===== config.mk =====
export PLATFORM = sky130hd
export DESIGN_NAME = cpu_ctrl
export DESIGN_NICKNAME = d
export VERILOG_FILES = /design/src/rtl/cpu_defs.sv /design/src/rtl/dec3to8.sv /design/src/rtl/cpu_ctrl.sv
export SDC_FILE = /design/constraint.sdc
export NUM_CORES = 1
export LEC_CHECK = 0
export BUFFER_PORTS_ARGS = -buffer_cell sky130_fd_sc_hd__buf_4
export CAP_MARGIN = 25
export CORE_MARGIN = 2
export CORE_UTILIZATION = 30
export CTS_CLUSTER_SIZE = 25
export DETAILED_ROUTE_END_ITERATION = 7
export PLACE_DENSITY = 0.54
export SYNTH_ARGS = -nofsm -noshare
export SYNTH_HDL_FRONTEND = slang
export SYNTH_SLANG_ARGS = --single-unit

===== constraint.sdc =====
create_clock -name clk -period 3.19 [get_ports clk]
set_input_delay 0.638 -clock clk [delete_from_list [all_inputs] [get_ports clk]]
set_output_delay 0.638 -clock clk [all_outputs]
set_load 0.05 [all_outputs]

===== src/rtl/cpu_defs.sv =====
`default_nettype none
// +--------------------------------------------------------------------+
// | cpu_defs : opcode and step constants shared by control and datapath |
// | Rev 1.0                                                            |
// +--------------------------------------------------------------------+
package cpu_defs;

    localparam int         C_REG_N  = 8;
    localparam logic [2:0] C_OP_MV  = 3'b000;
    localparam logic [2:0] C_OP_MVI = 3'b001;
    localparam logic [2:0] C_OP_ADD = 3'b010;
    localparam logic [2:0] C_OP_SUB = 3'b011;

    typedef enum logic [1:0] {
        T0 = 2'd0,
        T1 = 2'd1,
        T2 = 2'd2,
        T3 = 2'd3
    } step_t;

endpackage
`default_nettype wire


===== src/rtl/dec3to8.sv =====
`default_nettype none
// +--------------------------------------------------------------------+
// | dec3to8 : 3-to-8 one-hot decoder with enable                       |
// | Rev 1.0                                                            |
// +--------------------------------------------------------------------+
module dec3to8
    import cpu_defs::*;
(
    input  logic [2:0]         i_sel,
    input  logic               i_en,
    output logic [C_REG_N-1:0] o_y
);

    always_comb begin
        o_y = '0;
        if (i_en) begin
            o_y[i_sel] = 1'b1;
        end
    end

endmodule
`default_nettype wire


===== src/rtl/cpu_ctrl.sv =====
`default_nettype none
// +--------------------------------------------------------------------+
// | cpu_ctrl : T0..T3 sequencer for mv/mvi/add/sub on a shared bus     |
// | Rev 1.0                                                            |
// +--------------------------------------------------------------------+
module cpu_ctrl
    import cpu_defs::*;
#(
    parameter int DATA_W = 16
) (
    input  logic              clk,
    input  logic              reset,
    input  logic              run,
    input  logic [DATA_W-1:0] din,
    output logic              ir_in,
    output logic [7:0]        r_in,
    output logic [7:0]        r_out,
    output logic              g_out,
    output logic              din_out,
    output logic              a_in,
    output logic              g_in,
    output logic              add_sub,
    output logic              done
);

    logic [DATA_W-1:0] r_ir;
    step_t             r_step;
    step_t             w_step_nxt;

    logic [2:0] w_opcode;
    logic [2:0] w_x;
    logic [2:0] w_y;
    logic       w_is_alu;
    logic       w_unused_ir;

    logic       w_ir_in;
    logic       w_rin_en;
    logic       w_rout_en;
    logic [2:0] w_rout_sel;
    logic       w_g_out;
    logic       w_din_out;
    logic       w_a_in;
    logic       w_g_in;
    logic       w_add_sub;
    logic       w_done;

    assign w_opcode    = r_ir[DATA_W-1 -: 3];
    assign w_x         = r_ir[DATA_W-4 -: 3];
    assign w_y         = r_ir[DATA_W-7 -: 3];
    assign w_is_alu    = (w_opcode == C_OP_ADD) || (w_opcode == C_OP_SUB);
    assign w_unused_ir = ^r_ir;

    // Instruction register: clears asynchronously, loads when ir_in is high
    always_ff @(posedge clk or negedge reset) begin
        if (!reset) begin
            r_ir <= '0;
        end else if (ir_in) begin
            r_ir <= din;
        end
    end

    always_ff @(posedge clk or negedge reset) begin
        if (!reset) begin
            r_step <= T0;
        end else begin
            r_step <= w_step_nxt;
        end
    end

    always_comb begin
        w_ir_in    = 1'b0;
        w_rin_en   = 1'b0;
        w_rout_en  = 1'b0;
        w_rout_sel = w_y;
        w_g_out    = 1'b0;
        w_din_out  = 1'b0;
        w_a_in     = 1'b0;
        w_g_in     = 1'b0;
        w_add_sub  = 1'b0;
        w_done     = 1'b0;
        w_step_nxt = r_step;

        case (r_step)
            T0: begin
                w_ir_in = run;
                if (run) begin
                    w_step_nxt = T1;
                end
            end
            T1: begin
                case (w_opcode)
                    C_OP_MV: begin
                        w_rout_en = 1'b1;
                        w_rin_en  = 1'b1;
                        w_done    = 1'b1;
                    end
                    C_OP_MVI: begin
                        w_din_out = 1'b1;
                        w_rin_en  = 1'b1;
                        w_done    = 1'b1;
                    end
                    C_OP_ADD, C_OP_SUB: begin
                        w_rout_en  = 1'b1;
                        w_rout_sel = w_x;
                        w_a_in     = 1'b1;
                    end
                    default: begin
                        w_done = 1'b1;
                    end
                endcase
            end
            T2: begin
                if (w_is_alu) begin
                    w_rout_en = 1'b1;
                    w_g_in    = 1'b1;
                    w_add_sub = w_opcode[0];
                end
            end
            T3: begin
                if (w_is_alu) begin
                    w_g_out  = 1'b1;
                    w_rin_en = 1'b1;
                    w_done   = 1'b1;
                end
            end
        endcase

        // Any step past T0 either finishes or moves on; run is not sampled here
        if (r_step != T0) begin
            w_step_nxt = w_done ? T0 : step_t'(r_step + 2'd1);
        end
    end

    dec3to8 u_dec_rin (
        .i_sel (w_x),
        .i_en  (w_rin_en & reset),
        .o_y   (r_in)
    );

    dec3to8 u_dec_rout (
        .i_sel (w_rout_sel),
        .i_en  (w_rout_en & reset),
        .o_y   (r_out)
    );

    // Reset forces every strobe low immediately, not only after the next edge
    assign ir_in   = w_ir_in   & reset;
    assign g_out   = w_g_out   & reset;
    assign din_out = w_din_out & reset;
    assign a_in    = w_a_in    & reset;
    assign g_in    = w_g_in    & reset;
    assign add_sub = w_add_sub & reset;
    assign done    = w_done    & reset;

endmodule
`default_nettype wire


==> metrics.md <==
| Metric | Value |
|---|---|
| Synth-to-layout area growth | 42.33% |
| Post-synthesis average cell area | just over 10 sq um |
| Via/cell ratio | 4.889 |
| Count of final hold-check violations | 0 |
| Post-synth cell types | 23 |
| DRT iter0 DRCs | 9 |
| RR Startpoint | r_step[0] |
| CP delay by family, top | simple AND/OR/NAND/NOR gates |
| Most frequent cell after synthesis | mux2_2 |
| Seq pwr share | about 34% |
| Worst-path clk slew | roughly 60 ps |
| Crit Path Max Fanout | 8 |
| First drt pass iteration count | 2 |
| Worst Tran Pin Value | 691.9 ps |
| Setup bufs post-CTS | 0 |
| Synth Instances | 76 |
| Die footprint | ~3000 sq um |
| Skew-Pair Late Insertion Delay | between 200 and 300 ps |
| CTS root buffer | clkbuf_4 |
| Worst Skew | 0.8871 ps |
| Post-synth top area cell | dfrtp_1 |
| Ports | 42 |
| CP Buf/Inv Count | 2 |
| Post-synthesis async set-or-reset flop share | 100.0% |
| Internal power | between 0.4 and 0.5 mW |
| Max layer used | met4 |
| Synth top cells by count | 12 x mux2_2, 11 x dfrtp_1, 8 x nor2_1, 8 x nor4_1, 5 x ha_1 |
| Routed wl met2 | around 900 microns |
| Register area share after synthesis | between 30% and 40% |
| Main synth FF type | dfrtp_1 |
| First-pass GRT wire length | about 2800 microns |
| CTS Buf Count | 3 |
| Pins Over Slew Limit | 0 |
| Outcome | finished, final reports clean |
| Top post-synthesis cells by area | dfrtp_1 35%, mux2_2 17%, ha_1 8.0% |
| Worst setup SP type | flip-flop |
| Htree depth | 1 |
| Register-to-register setup slack | about 1500 ps |
| Worst setup EP type | output port |
| Net Count, Synth | 100 |
| Clock buffer depth | 2 |
| Min-delay worst type | in -> async |
| Layout Nets | about 140 |
| Post-DR wirelength/cell | roughly 12 microns |
| Die X | between 50 and 60 microns |
| Clock Sinks | 11 |
| Hpwl dp | between 1000 and 1500 microns |
| CP max stage delay | around 440 ps |
| Static Leakage | roughly 0.56 nW |
| Net Sw Frac | between 40% and 50% |
| Core Footprint | around 2500 sq um |
| Worst EP required | 2550 ps |
| Via count | between 700 and 800 |
| R2R cell count | 4 |
| PostCTS Resize Cnt | 0 |
| Maximum clock frequency | around 0.34 GHz |
| CTS tree | yes |
| Rel. slew slack | 53.83% |
| Post-synth EDFFs | 0 |
| Final cycle utilization of the critical path | slightly above 90% |
| Layout cells sized above 1 | roughly 47% |
| Max-cap violations | 0 |
| Met3 WL | roughly 64 microns |
| Synth top area share | 35.14% |
| Hold buffers post-CTS | 0 |
| Initial antenna violation count | 0 |
| Routed wire length | 1787 microns |
| Post-Route Utilization | approximately 45% |
| Setup CP Type | reg -> out |
| Gpl congestion | about 0.71 |
| Fin cells | approximately 140 |
| CP Cell Sequence | inv_1 -> ha_1 -> nor2b_1 -> o2111ai_1 -> nor4_1 -> buf_4 |
| Final setup vio count | 0 |
| Antenna-violating nets left | 0 |
| # diodes | 0 |
| VDD IR-drop max | approximately 380 uV |
| Number of buffers added on ports | 34 |
| WHS | approximately 220 ps |
| Switching power | between 0.4 and 0.5 mW |
| Pwr/cell area | about 810 nW/um^2 |
| Worst r2r dst | r_ir[7] |
| Clock Power Share | under 10% |
| GRT Total Usage | 13.16% |
| RSZ-0062 raised after global routing | yes |
| Row count | 18 |
| Total congestion overflow | 0 |
| Filler Cell Count | around 270 |
| Yosys reg bits | 11 |
| Area of the mapped netlist | between 700 and 800 sq um |
| Yosys Warn Count | 0 |
| M1 wire length | a little under 800 microns |
| Placed insts | 140 |
| Largest net degree at the start of global routing | 18 |
| Combinational Power Share | a little under three fifths |
| Minimum clock period | a little under 3000 ps |
| Number of global-route vias before repair | between 600 and 700 |
| # DRC | 0 |
| Initial Utilization | around a third |
| Worst EP arrival | about 2300 ps |
| CP max stage cell | nor4_1 |
| Die H | 55.10 microns |
-- layer usage --
layer,up-vias,global-route usage (%)
met3,2,0.8065
li1,355,-
met1,330,15.97
met4,0,9.756
met5,-,0
met2,17,21.83
-- through the flow --
stage | total power, mW | area, sq um | setup slack [ps] | setup TNS (ps)
floorplan | 0.6834 | 795.8 | -221.3 | -1326
global placement | 0.8030 | 1089 | 523.9 | 0
detailed placement | 0.8145 | 1089 | 461.9 | 0
CTS | 0.9126 | 1115 | 281.3 | 0
global route | 0.9791 | 1115 | -14.38 | -20.08
finish | 0.9016 | 1115 | 275.8 | 0
-- power groups by stage --
stage          clock [mW]  sequential, mW  combinational [mW]
2_1_floorplan           0           0.273               0.410
3_3_place_gp            0           0.300               0.503
3_5_place_dp            0           0.306               0.509
4_1_cts            0.0969           0.303               0.512
5_1_grt             0.103           0.320               0.556
6_report           0.0894           0.302               0.510
-- sequential cells by signal, summed over array words and instances, names as in the netlist --
name	flops
r_ir	9
r_step	2
-- how the worst max path moves through the flow --
| stage | start | to | slack [ps] | cells after the start |
|---|---|---|---|---|
| 5_1_grt | r_step[1] | r_out[2] | -10 | 6 |
| 3_3_place_gp | reset | r_out[2] | 520 | 5 |
| 4_1_cts | r_step[1] | r_out[2] | 280 | 6 |
| 3_5_place_dp | reset | r_out[2] | 460 | 5 |
| 6_report | r_step[1] | r_out[2] | 280 | 6 |
| 2_1_floorplan | r_step[1] | r_out[0] | -220 | 5 |
-- cells in the final DEF, fill, tap and decap left out, drive strengths merged --
| cell | n |
|---|---|
| nand2b | 2 |
| inv | 3 |
| dfrtp | 11 |
| buf | 34 |
| ha | 5 |
| and2 | 1 |
| and3 | 3 |
| nand3 | 2 |
| o2bb2ai | 1 |
| nor4 | 8 |
| nor2b | 4 |
| and4b | 1 |
| nand3b | 2 |
| nor2 | 8 |
| a21oi | 1 |
| mux2 | 13 |
| or2 | 1 |
| and2b | 1 |
| nor3 | 2 |
| clkbuf | 4 |
| nand2 | 2 |
| mux2i | 4 |
| o2111ai | 1 |
-- worst reg2reg max path: stages (launching register included) --
cell     delay [ps]
dfrtp_1         420
inv_1           120
ha_1            250
nand3_1         380
mux2_2          410
-- cells by family (layout without fill, tap and decap cells) --
| kind of cell | after synthesis | in the layout | share of synthesized area [%] |
|---|---|---|---|
| AOI/OAI and AO/OA | 3 | 3 | 2.875 |
| adders and majority gates | 5 | 5 | 7.987 |
| buffers and inverters | 3 | 41 | 1.438 |
| muxes | 17 | 17 | 24.28 |
| DFF | 11 | 11 | 35.14 |
| and+or+nand+nor | 37 | 37 | 28.28 |
-- layout make-up --
type / instances / area [sq um] / share of cell area (%)
Clock buffer: 4 / 26.28 / 2.357
Inverter: 3 / 11.26 / 1.010
Multi-Input combinational cell: 62 / 509.2 / 45.68
Sequential cell: 11 / 275.3 / 24.69
Tap cell: 30 / 37.54 / 3.367
Timing Repair Buffer: 34 / 255.2 / 22.90
No activity file was read; power rests on OpenSTA's default activity.
